==> src/rtl/fm_wm_if.sv <==
// Bundles the scheduler's control, memory-read, operand-load and result
// handshake signals. slave = the scheduler, master = GCN control plus the
// memories and result buffer around it.
interface fm_wm_if #(
  parameter int ROW_AW         = 3,
  parameter int COL_AW         = 2,
  parameter int DOT_PROD_WIDTH = 16
);
  logic                      start;
  logic                      busy;
  logic                      done;
  logic                      wt_rd_en;
  logic [COL_AW-1:0]         wt_rd_addr;
  logic                      wt_load;
  logic                      ft_rd_en;
  logic [ROW_AW-1:0]         ft_rd_addr;
  logic                      ft_load;
  logic [DOT_PROD_WIDTH-1:0] fm_wm_in;
  logic                      res_valid;
  logic                      res_ready;
  logic [DOT_PROD_WIDTH-1:0] res_data;
  logic [ROW_AW-1:0]         res_row;
  logic [COL_AW-1:0]         res_col;

  modport slave (
    input  start, fm_wm_in, res_ready,
    output busy, done, wt_rd_en, wt_rd_addr, wt_load,
           ft_rd_en, ft_rd_addr, ft_load,
           res_valid, res_data, res_row, res_col
  );

  modport master (
    output start, fm_wm_in, res_ready,
    input  busy, done, wt_rd_en, wt_rd_addr, wt_load,
           ft_rd_en, ft_rd_addr, ft_load,
           res_valid, res_data, res_row, res_col
  );
endinterface

==> src/rtl/fm_wm_scheduler.sv <==
// Feature x weight dot-product sequencer. Walks every (row, col) pair in
// column-major order, fetching each weight column once and reusing it for
// all feature rows, and hands each captured dot product to the result buffer.
//
// state | meaning
// IDLE  | waiting for start; counters cleared on start
// RD_W  | weight read issued for column col
// LD_W  | weight data valid, weight register strobed
// RD_F  | feature read issued for row row
// LD_F  | feature data valid, feature register strobed
// MAC   | dot product settled, captured with its (row, col)
// WR    | result offered, held until res_ready
// DONE  | one-cycle completion pulse
module fm_wm_scheduler #(
  parameter int FEATURE_ROWS   = 6,
  parameter int WEIGHT_COLS    = 3,
  parameter int FEATURE_COLS   = 96,
  parameter int DOT_PROD_WIDTH = 16,
  parameter int ROW_AW         = $clog2(FEATURE_ROWS),
  parameter int COL_AW         = $clog2(WEIGHT_COLS)
) (
  input logic   clk,
  input logic   rst_n,
  fm_wm_if.slave bus
);

  localparam logic [2:0] S_IDLE = 3'd0;
  localparam logic [2:0] S_RD_W = 3'd1;
  localparam logic [2:0] S_LD_W = 3'd2;
  localparam logic [2:0] S_RD_F = 3'd3;
  localparam logic [2:0] S_LD_F = 3'd4;
  localparam logic [2:0] S_MAC  = 3'd5;
  localparam logic [2:0] S_WR   = 3'd6;
  localparam logic [2:0] S_DONE = 3'd7;

  localparam logic [ROW_AW-1:0] ROW_LAST = ROW_AW'(FEATURE_ROWS - 1);
  localparam logic [COL_AW-1:0] COL_LAST = COL_AW'(WEIGHT_COLS - 1);

  // The dot-product length only sizes the multiplier; nothing here counts it.
  if (FEATURE_COLS < 1) begin : g_no_feature_cols
  end

  logic [2:0]                state_q, state_d;
  logic [ROW_AW-1:0]         row_q;
  logic [COL_AW-1:0]         col_q;
  logic [DOT_PROD_WIDTH-1:0] res_data_q;
  logic [ROW_AW-1:0]         res_row_q;
  logic [COL_AW-1:0]         res_col_q;
  logic                      row_last, col_last;

  assign row_last = (row_q == ROW_LAST);
  assign col_last = (col_q == COL_LAST);

  // Next-state logic for the fetch / capture / handshake sequence.
  always_comb begin
    state_d = state_q;
    case (state_q)
      S_IDLE: if (bus.start) state_d = S_RD_W;
      S_RD_W: state_d = S_LD_W;
      S_LD_W: state_d = S_RD_F;
      S_RD_F: state_d = S_LD_F;
      S_LD_F: state_d = S_MAC;
      S_MAC:  state_d = S_WR;
      S_WR: begin
        if (bus.res_ready) begin
          if (!row_last)      state_d = S_RD_F;
          else if (!col_last) state_d = S_RD_W;
          else                state_d = S_DONE;
        end
      end
      S_DONE: state_d = S_IDLE;
      default: state_d = S_IDLE;
    endcase
  end

  // State register; reset aborts any run without producing done.
  always_ff @(posedge clk or negedge rst_n) begin
    if (!rst_n) state_q <= S_IDLE;
    else        state_q <= state_d;
  end

  // Row/column iteration counters, advanced only on result acceptance.
  always_ff @(posedge clk or negedge rst_n) begin
    if (!rst_n) begin
      row_q <= '0;
      col_q <= '0;
    end else if (state_q == S_IDLE && bus.start) begin
      row_q <= '0;
      col_q <= '0;
    end else if (state_q == S_WR && bus.res_ready) begin
      if (!row_last) begin
        row_q <= row_q + ROW_AW'(1);
      end else if (!col_last) begin
        row_q <= '0;
        col_q <= col_q + COL_AW'(1);
      end
    end
  end

  // Result capture in MAC; held untouched while the buffer stalls in WR.
  always_ff @(posedge clk or negedge rst_n) begin
    if (!rst_n) begin
      res_data_q <= '0;
      res_row_q  <= '0;
      res_col_q  <= '0;
    end else if (state_q == S_MAC) begin
      res_data_q <= bus.fm_wm_in;
      res_row_q  <= row_q;
      res_col_q  <= col_q;
    end
  end

  // Outputs are pure decodes of registered state, so start and res_ready
  // never reach an output combinationally.
  assign bus.busy       = (state_q != S_IDLE);
  assign bus.done       = (state_q == S_DONE);
  assign bus.wt_rd_en   = (state_q == S_RD_W);
  assign bus.wt_load    = (state_q == S_LD_W);
  assign bus.ft_rd_en   = (state_q == S_RD_F);
  assign bus.ft_load    = (state_q == S_LD_F);
  assign bus.res_valid  = (state_q == S_WR);
  assign bus.wt_rd_addr = col_q;
  assign bus.ft_rd_addr = row_q;
  assign bus.res_data   = res_data_q;
  assign bus.res_row    = res_row_q;
  assign bus.res_col    = res_col_q;

endmodule

==> src/flat_wrapper.sv <==
// flat-port wrapper written by rule: the top's interface ports become plain ports
module fm_wm_scheduler_flat 
#(
  parameter int FEATURE_ROWS   = 6,
  parameter int WEIGHT_COLS    = 3,
  parameter int FEATURE_COLS   = 96,
  parameter int DOT_PROD_WIDTH = 16,
  parameter int ROW_AW         = $clog2(FEATURE_ROWS),
  parameter int COL_AW         = $clog2(WEIGHT_COLS)
)
  (clk, rst_n, bus_start, bus_fm_wm_in, bus_res_ready, bus_busy, bus_done, bus_wt_rd_en, bus_wt_rd_addr, bus_wt_load, bus_ft_rd_en, bus_ft_rd_addr, bus_ft_load, bus_res_valid, bus_res_data, bus_res_row, bus_res_col);
  fm_wm_if #(.ROW_AW(ROW_AW), .COL_AW(COL_AW), .DOT_PROD_WIDTH(DOT_PROD_WIDTH)) bus_i ();
  input logic clk;
  input logic rst_n;
  input wire logic [$bits(bus_i.start)-1:0] bus_start;
  input wire logic [$bits(bus_i.fm_wm_in)-1:0] bus_fm_wm_in;
  input wire logic [$bits(bus_i.res_ready)-1:0] bus_res_ready;
  output wire logic [$bits(bus_i.busy)-1:0] bus_busy;
  output wire logic [$bits(bus_i.done)-1:0] bus_done;
  output wire logic [$bits(bus_i.wt_rd_en)-1:0] bus_wt_rd_en;
  output wire logic [$bits(bus_i.wt_rd_addr)-1:0] bus_wt_rd_addr;
  output wire logic [$bits(bus_i.wt_load)-1:0] bus_wt_load;
  output wire logic [$bits(bus_i.ft_rd_en)-1:0] bus_ft_rd_en;
  output wire logic [$bits(bus_i.ft_rd_addr)-1:0] bus_ft_rd_addr;
  output wire logic [$bits(bus_i.ft_load)-1:0] bus_ft_load;
  output wire logic [$bits(bus_i.res_valid)-1:0] bus_res_valid;
  output wire logic [$bits(bus_i.res_data)-1:0] bus_res_data;
  output wire logic [$bits(bus_i.res_row)-1:0] bus_res_row;
  output wire logic [$bits(bus_i.res_col)-1:0] bus_res_col;
  assign bus_i.start = bus_start;
  assign bus_i.fm_wm_in = bus_fm_wm_in;
  assign bus_i.res_ready = bus_res_ready;
  assign bus_busy = bus_i.busy;
  assign bus_done = bus_i.done;
  assign bus_wt_rd_en = bus_i.wt_rd_en;
  assign bus_wt_rd_addr = bus_i.wt_rd_addr;
  assign bus_wt_load = bus_i.wt_load;
  assign bus_ft_rd_en = bus_i.ft_rd_en;
  assign bus_ft_rd_addr = bus_i.ft_rd_addr;
  assign bus_ft_load = bus_i.ft_load;
  assign bus_res_valid = bus_i.res_valid;
  assign bus_res_data = bus_i.res_data;
  assign bus_res_row = bus_i.res_row;
  assign bus_res_col = bus_i.res_col;
  fm_wm_scheduler #(.FEATURE_ROWS(FEATURE_ROWS), .WEIGHT_COLS(WEIGHT_COLS), .FEATURE_COLS(FEATURE_COLS), .DOT_PROD_WIDTH(DOT_PROD_WIDTH), .ROW_AW(ROW_AW), .COL_AW(COL_AW)) u_core (.clk(clk), .rst_n(rst_n), .bus(bus_i));
endmodule
==> config.mk <==
export PLATFORM = sky130hd
export DESIGN_NAME = fm_wm_scheduler_flat
export DESIGN_NICKNAME = d
export VERILOG_FILES = /design/src/rtl/fm_wm_if.sv /design/src/rtl/fm_wm_scheduler.sv /design/src/flat_wrapper.sv
export SDC_FILE = /design/constraint.sdc
export NUM_CORES = 1
export LEC_CHECK = 0
export ABC_CLOCK_PERIOD_IN_PS = 1700
export BUFFER_PORTS_ARGS = -buffer_cell sky130_fd_sc_hd__buf_2
export CAP_MARGIN = 20
export CORE_ASPECT_RATIO = 1.5
export CORE_MARGIN = 5
export CORE_UTILIZATION = 46
export CTS_CLUSTER_DIAMETER = 60
export DETAILED_ROUTE_END_ITERATION = 16
export PLACE_DENSITY = 0.87
export SKIP_CTS_REPAIR_TIMING = 1
export SLEW_MARGIN = 5
export SYNTH_ARGS = -nofsm -noshare
export SYNTH_HDL_FRONTEND = slang
export SYNTH_SLANG_ARGS = --single-unit
==> constraint.sdc <==
create_clock -name clk -period 1.7 [get_ports clk]
set_input_delay 0.085 -clock clk [delete_from_list [all_inputs] [get_ports clk]]
set_output_delay 0.085 -clock clk [all_outputs]
set_load 0.005 [all_outputs]
==> metrics, run 1 <==
CTS Buf Count 5; cell count after synthesis 100; most common flop cell mapped by yosys dfrtp_1; Syn Nets between 100 and 150; mapped cell area 1249 µm²; Routed Antenna Nets 0; Max Clk Rate about 650 MHz; Post-synth EDFFs 0; Synth Area in Compound Gates under 10%; met1 Track Usage GR 18.13%; largest family of logic cells by synthesized area multiplexers; worst r2r src u_core.bus.wt_rd_addr[0]; Peak VDD IR 0.001115 V; top area cells in the synthesized netlist dfrtp_1, mux2_2, nand2_1, buf_2, and3_1; Antenna Cells 0; dpl hpwl roughly 2.1 mm; leading area contributor after synthesis dfrtp_1; Row Count 23; Fin. Hold Viols 0; Synth Area in Simple Gates between 10% and 20%; Clock Tree Buf Depth 2; vias in the first global route ~1,000; multiplexer share of the synthesized area 19.64%; R2R cell count 5; busiest grt layer met2; CTS root buffer clkbuf_8; starting density of the core about 47%; hold_sp bus_fm_wm_in[10]; number of antenna violations at the first check in global routing 0; Setup CP Type register to register; largest net degree at the start of global routing 30; GR Util met3 ~4.7%; drc violations 0; Static Leak 0.8683 nW; First-pass DRT Iterations 4; area share of the largest cell type after synthesis between 50% and 60%; routability-driven placement congestion ratio approximately 0.76; drt wl/cell around 14 µm; met2 Track Usage GR between 20% and 30%; crit path from u_core.bus.wt_rd_addr[0]; final worst-path cycle share 90.11%; Hold Crit Class input port to register; Nets between 150 and 200; Core ar. approximately 2600 µm²; Syn-to-layout area delta 32.67%; endpoints failing setup 0; status finished clean; Tmin final 1.532 ns; H-tree levels 2; die area between 3000 and 4000 µm²; yosys warns 0; FFs w/ async S/R, synth 100.0%; Non-Filler Instances between 150 and 200; Cells after DPL between 150 and 200; sequential fraction of the synthesis area 58.12%; Tightest Pin Transition 0.6317 ns; die span in y ~74 µm; # port buffers 52; Post-Synth Adder-Cell Area between 1 and 1.5%; crit path launch type register; Slew Viols, Final 0; RSZ-0062 raised after global routing false; skew final approximately 0.0018 ns; Max-cap violations 0; Routed WL about 2.7 mm; PwrDens between 1500 and 2000 nW/µm²; critical path arrival 1.69 ns; Hold Path Depth 2; clk sink count 29; Synth Area per Inst 12.49 µm²; layout cells sized above 1 between 50% and 60%; CTS clk-pin slew, worst paths 0.06 ns; initial detailed-routing violation count 32; post-synth cell types 23; crit-path max FO 3; Clock Latency Late Sink roughly 0.27 ns; Vias per Instance ~5; CTS tree done; Ports 53; fraction of synthesized cell area in xor and xnor cells 0%; setup TNS 0 ns; first-pass GRT wire length 4.540 mm; flops & latches, synth 29; relative slew slack slightly below 60%; Crit. End Element register; Die Wd between 50 and 60 µm; Tot GR Track Use between 10% and 20%; utilization after layout between 60 and 70%; via count ~1,000; Req. time, crit path 1.86 ns; gr ovfl total 0
==> report_power, final <==
| part | switching [W] | internal, W | leakage (nW) |
|---|---|---|---|
| logic | 0.000377 | 0.000537 | 0.453 |
| registers | 0.000211 | 0.000964 | 0.361 |
| clock network | 0.000244 | 0.000365 | 0.0542 |
==> kinds of logic after synthesis <==
logic type / count (synthesis)
simple gates: 31
flops: 29
mux: 22
buf+inv: 9
compound gates: 8
fa+ha+maj: 1
==> area by class of cell <==
cell class | instances | area, µm²
well taps | 37 | 46.29
fillers | 222 | 991.0
flip-flops and latches | 29 | 725.7
clock buffers | 7 | 96.34
inverters | 3 | 11.26
repair buffers | 54 | 290.3
clock inverters | 1 | 5.005
multi-input cells | 62 | 481.7
==> worst max-delay path: stages (launching register included) <==
cell and delay [ns]:
dfrtp_1 0.36, inv_1 0.08, ha_1 0.23, nor4bb_1 0.41
nand2_1 0.18, mux2i_1 0.15
==> layout by cell type, fill, tap and decap left out, types with 2 or more instances in the layout <==
| master | n |
|---|---|
| o21ai_0 | 4 |
| nand2_1 | 9 |
| buf_2 | 52 |
| nand2b_1 | 2 |
| and3_1 | 4 |
| inv_1 | 3 |
| clkbuf_8 | 7 |
| nor2_1 | 6 |
| nor3_1 | 2 |
| dfrtp_1 | 29 |
| mux2i_1 | 2 |
| nand4b_1 | 2 |
| mux2_2 | 20 |
==> synthesized netlist by cell type (2+ instances only) <==
| library cell | instances |
|---|---|
| mux2i_1 | 2 |
| and3_1 | 4 |
| nand2b_1 | 2 |
| nor2_1 | 6 |
| o21ai_0 | 4 |
| nor3_1 | 2 |
| nand4b_1 | 2 |
| inv_1 | 3 |
| buf_2 | 6 |
| dfrtp_1 | 29 |
| mux2_2 | 20 |
| nand2_1 | 9 |
==> metrics by stage <==
| step | worst slack (ns) | area [µm²] | hold slack (ns) | power, W |
|---|---|---|---|---|
| after global routing | 0.08186 | 1657 | 0.02974 | 0.002906 |
| after global placement | 0.2703 | 1545 | 0.1260 | 0.002047 |
| final | 0.1681 | 1657 | 0.03727 | 0.002698 |
| after CTS | 0.1940 | 1647 | -0.1594 | 0.002740 |
| after detailed placement | 0.2070 | 1545 | 0.1402 | 0.002121 |
| after floorplan | 0.3385 | 1249 | -0.2106 | 0.001678 |
==> final timing paths <==
path	to	slack, ns
max in group asynchronous	u_core.bus.res_data[4]	0.92
max reg2reg	u_core.bus.wt_rd_addr[0]	0.17
max	u_core.bus.wt_rd_addr[0]	0.17
min in group asynchronous	u_core.bus.res_row[2]	0.37
min	u_core.bus.res_data[10]	0.04
min reg2reg	u_core.bus.res_data[14]	0.50
==> routing by layer <==
layer  up-vias  part of all wire, %
li1        460                    -
met1       475                   36
met2        41                   55
met3         3                  7.6
met4         0                  1.2
met5         -                    0
==> flip-flops by register name, summed over array words and instances, names as in the netlist <==
name,cells
u_core.bus.res_data,16
u_core.bus.ft_rd_addr,3
u_core.bus.res_row,3
u_core.state_q,3
u_core.bus.res_col,2
u_core.bus.wt_rd_addr,2
Power figures use the tool's default switching activity.
==> run 2: changes to the inputs <==
--- a/config.mk
+++ b/config.mk
@@ -8,7 +8,7 @@
 export ABC_CLOCK_PERIOD_IN_PS = 1700
 export BUFFER_PORTS_ARGS = -buffer_cell sky130_fd_sc_hd__buf_2
 export CAP_MARGIN = 20
-export CORE_ASPECT_RATIO = 1.5
+export CORE_ASPECT_RATIO = 1.1
 export CORE_MARGIN = 5
 export CORE_UTILIZATION = 46
 export CTS_CLUSTER_DIAMETER = 60
==> run 2 against run 1 <==
  * Sequential share of layout area fell by 1.8 points
  * Clock skew up 0.0042 ns
  * Via count is 5.2% higher
  * Largest power group unchanged
  * Cell area up 4.4%
  * Critical path depth stayed put
  * Highest routed layer unchanged
  * Largest cell class unchanged
  * Worst hold slack got worse by 0.028 ns
  * Flip-flop and latch count unchanged
  * Worst setup slack improved by 0.039 ns
==> metrics, run 2 (synthesized netlist as in run 1, its figures left out) <==
Syn-to-layout area delta 38.48%; RSZ-0062 raised after global routing false; Routed WL 2.873 mm; Nets around 190; WL met1 1.023 mm; first-pass GRT wire length 4.395 mm; number of antenna violations at the first check in global routing 0; die area around 3900 µm²; skew final 0.006079 ns; met3 WL roughly 250 µm; largest net degree at the start of global routing 30; gr ovfl total 0; die span in y approximately 65 µm; Core ar. about 2500 µm²; crit path from u_core.bus.wt_rd_addr[0]; Setup CP Type register to register; clk sink count 29; Hold Crit Class input port to register; Routed Antenna Nets 0; final worst-path cycle share 87.80%; Peak VDD IR about 0.0011 V; top layer in use met4; Tmin final approximately 1.5 ns; # port buffers 52; crit path launch type register; hold_sp bus_fm_wm_in[6]; max FFs per register 16; via count a little over 1,000; commonest cells after routing, fill and taps aside buf_2, dfrtp_1, mux2_2; Die Wd 59.68 µm; Clock Tree Buf Depth 2; H-tree levels 2; worst r2r src u_core.bus.wt_rd_addr[0]; Req. time, crit path ~1.9 ns; area of placed instances around 1500 µm²; dpl hpwl around 2.1 mm; CTS clk-pin slew, worst paths 0.08 ns; Crit. End Element register; drt wl/cell approximately 14 µm; crit-path max FO 3; routability-driven placement congestion ratio roughly 0.77; Ports 53; Clock Latency Late Sink 0.32 ns; CTS root buffer clkbuf_4; met2 routed WL 1.573 mm; endpoints failing setup 0; relative slew slack approximately three fifths; status finished clean; vias in the first global route between 1,000 and 1,500; Row Count 19; First-pass DRT Iterations 4; setup TNS 0 ns; starting density of the core between 40% and 50%; Antenna Cells 0; Static Leak between 0.8 and 0.9 nW; Slew Viols, Final 0; Max Clk Rate 670.0 MHz; Vias per Instance a little over 5; Tightest Pin Transition between 0.6 and 0.7 ns; most common library cell in the layout ignoring fill and taps buf_2; Post-Layout Inst Area about 1700 µm²; Fin. Hold Viols 0; Max-cap violations 0; CTS tree done; CTS Buf Count 5; critical path arrival 1.70 ns; initial detailed-routing violation count 12; PwrDens about 1500 nW/µm²; drc violations 0; layout cells sized above 1 between 40% and 50%; Tot GR Track Use between 10% and 20%
[run 2: changes by cell type in the layout (fill, tap and decap cells not counted), sizes merged]
cell         previous run  this run
clkinv                  1         0
clkbuf                  7         8
dlygate4sd3             1        14
buf                    53        55
[run 2: stage by stage]
stage	std cells	total power [W]	util, %	hold WS, ns	setup slack (ns)
after detailed placement	180	0.002134	60.55	0.1423	0.2515
final	202	0.002508	67.98	0.009594	0.2074
after CTS	188	0.002525	62.47	-0.2184	0.2027
after global placement	180	0.002064	60.55	0.1248	0.2912
after floorplan	100	0.001678	-	-0.2106	0.3385
after global routing	202	0.002706	67.98	0.002949	0.1147
[run 2: report_power, final]
part / total (W) / internal, W / switching [W]
Combinational: 0.000988 / 0.000569 / 0.000419
Clock: 0.000376 / 0.000164 / 0.000212
Sequential: 0.00114 / 0.000963 / 0.000181
Total: 0.00251 / 0.00170 / 0.000811
[run 2: worst paths after layout]
path | depth (start not counted) | slack, ns | end
min in group asynchronous | 2 | 0.32 | u_core.bus.res_row[0]
setup reg to reg | 5 | 0.21 | u_core.bus.wt_rd_addr[1]
setup / recovery | 5 | 0.21 | u_core.bus.wt_rd_addr[1]
hold reg to reg | 2 | 0.49 | u_core.bus.res_col[0]
max in group asynchronous | 2 | 0.99 | u_core.bus.res_data[15]
hold / removal | 2 | 0.01 | u_core.bus.res_data[6]
[run 2: layout make-up]
class / instances / area (µm²)
Clock buffer: 8 / 48.80
Sequential cell: 29 / 725.7
Fill cell: 206 / 814.5
Tap cell: 31 / 38.79
Multi-Input combinational cell: 62 / 481.7
Inverter: 3 / 11.26
Timing Repair Buffer: 69 / 422.9
[run 2: per-layer routing]
metal / vias to the layer above / track usage, %
met4: 0 / 4.986
met2: 33 / 28.51
met3: 4 / 6.746
met5: - / 0
met1: 499 / 14.60
li1: 494 / -
[run 2: critical path: stages, from the launching register on]
cell and delay, ns:
dfrtp_1 0.38, inv_1 0.08, ha_1 0.24, nor4bb_1 0.36, nand2_1 0.17, mux2i_1 0.15
==> run 3: changes to the inputs <==
--- a/config.mk
+++ b/config.mk
@@ -14,6 +14,7 @@
 export CTS_CLUSTER_DIAMETER = 60
 export DETAILED_ROUTE_END_ITERATION = 16
 export PLACE_DENSITY = 0.87
+export SETUP_SLACK_MARGIN = 0.4
 export SKIP_CTS_REPAIR_TIMING = 1
 export SLEW_MARGIN = 5
 export SYNTH_ARGS = -nofsm -noshare
==> run 3 against run 2 <==
  * Final cell count is 2.5% higher
  * Highest routed layer unchanged
  * First-iteration DRC count grew 100%
  * Largest power group unchanged
  * Die area did not move
  * Core utilization grew 5.1 points
  * Critical path type is now register to primary output
  * Cell area grew 7.5%
  * Non-clock buffer count up 5
  * Power grew 8.4%
==> metrics, run 3 (synthesized netlist as in run 1, its figures left out) <==
crit path launch type register; most common library cell in the layout ignoring fill and taps buf_2; Tmin final 1.434 ns; Tightest Pin Transition a little over 0.6 ns; Setup CP Type register to primary output; layout cells sized above 1 a little over half; Die Wd 59.68 µm; RSZ-0062 raised after global routing true; dpl ws 0.07815 ns; PwrDens 1462 nW/µm²; Row Count 19; Fin. Hold Viols 0; Clock Latency Late Sink 0.31 ns; # port buffers 52; CTS tree done; commonest cells after routing, fill and taps aside buf_2, dfrtp_1, mux2_2; drc violations 0; CTS Buf Count 5; Max-cap violations 0; utilization after layout approximately 73%; Antenna Cells 0; Static Leak roughly 0.95 nW; crit-path max FO 10; max FFs per register 16; Syn-to-layout area delta 48.90%; Routed Antenna Nets 0; Hold Crit Class input port to register; vias in the first global route about 1,000; via count 1,047; skew final roughly 0.012 ns; first-pass GRT wire length around 4.4 mm; Core ar. 2544 µm²; Slew Viols, Final 0; Ports 53; setup TNS 0 ns; number of antenna violations at the first check in global routing 0; final worst-path cycle share roughly 84%; endpoints failing setup 0; Crit. End Element primary output; smallest setup slack after layout around 0.27 ns; CTS clk-pin slew, worst paths approximately 0.080 ns; Nets around 200; largest net degree at the start of global routing 30; Vias per Instance roughly 5.1; critical path arrival approximately 1.4 ns; status finished clean; starting density of the core about half; Req. time, crit path around 1.6 ns; routability-driven placement congestion ratio between 0.8 and 0.9; Clock Tree Buf Depth 2; initial detailed-routing violation count 24; dpl hpwl 2.036 mm; die area ~3900 µm²; Peak VDD IR 0.001420 V; Filler Cell Count 180; gr ovfl total 0; Tot GR Track Use 15.00%; H-tree levels 2; First-pass DRT Iterations 4; clk sink count 29; Max Clk Rate about 700 MHz; CTS root buffer clkbuf_4; die span in y around 65 µm; Routed WL slightly below 3 mm; relative slew slack roughly three fifths; drt wl/cell approximately 14 µm
-- run 3: area by class of cell --
| type | count | area, µm² | area share, % |
|---|---|---|---|
| Tap cell | 31 | 38.79 | 2.086 |
| Sequential cell | 29 | 726.9 | 39.10 |
| Multi-Input combinational cell | 62 | 523.0 | 28.13 |
| Inverter | 3 | 11.26 | 0.6057 |
| Clock inverter | 1 | 5.005 | 0.2692 |
| Timing Repair Buffer | 74 | 489.2 | 26.31 |
| Clock buffer | 7 | 65.06 | 3.499 |
-- run 3: worst max-delay path, cell delays in order, from the launching register on --
cell and delay, ns:
dfrtp_1 0.39, buf_6 0.14, or3_4 0.39, buf_6 0.12
-- run 3: report_power, final --
group          leakage [nW]  switching [W]  internal (W)
Clock                0.0413       0.000220      0.000239
Sequential            0.359       0.000184      0.000962
Combinational         0.552       0.000449      0.000664
Total                 0.952       0.000853       0.00187
-- run 3: path summary, 6_finish.rpt --
| check | from | to | slack (ns) | depth (start not counted) |
|---|---|---|---|---|
| min reg2reg | u_core.bus.res_col[0] | u_core.bus.res_col[0] | 0.48 | 2 |
| min in group asynchronous | rst_n | u_core.bus.res_row[1] | 0.31 | 2 |
| max in group asynchronous | rst_n | u_core.bus.wt_rd_addr[1] | 0.93 | 2 |
| max reg2reg | u_core.state_q[0] | u_core.bus.ft_rd_addr[1] | 0.31 | 2 |
| max | u_core.state_q[2] | bus_busy | 0.27 | 3 |
| min | bus_fm_wm_in[8] | u_core.bus.res_data[8] | 0.009 | 2 |
-- run 3: metrics by stage --
stage	instance area, µm²	hold WS, ns	total power (W)	std cells
floorplan	1256	-0.2106	0.001685	100
global placement	1543	0.1278	0.002063	180
detailed placement	1543	0.1342	0.002123	180
CTS	1613	-0.2216	0.002593	188
global route	1859	0.0006748	0.002914	207
finish	1859	0.009373	0.002719	207
-- run 3: per-layer routing --
| layer | wire length (µm) | track usage, % |
|---|---|---|
| met1 | 1133 | 16.30 |
| met2 | 1568 | 25.81 |
| met3 | 216 | 5.159 |
| met4 | 27 | 6.648 |
| met5 | 0 | 0 |
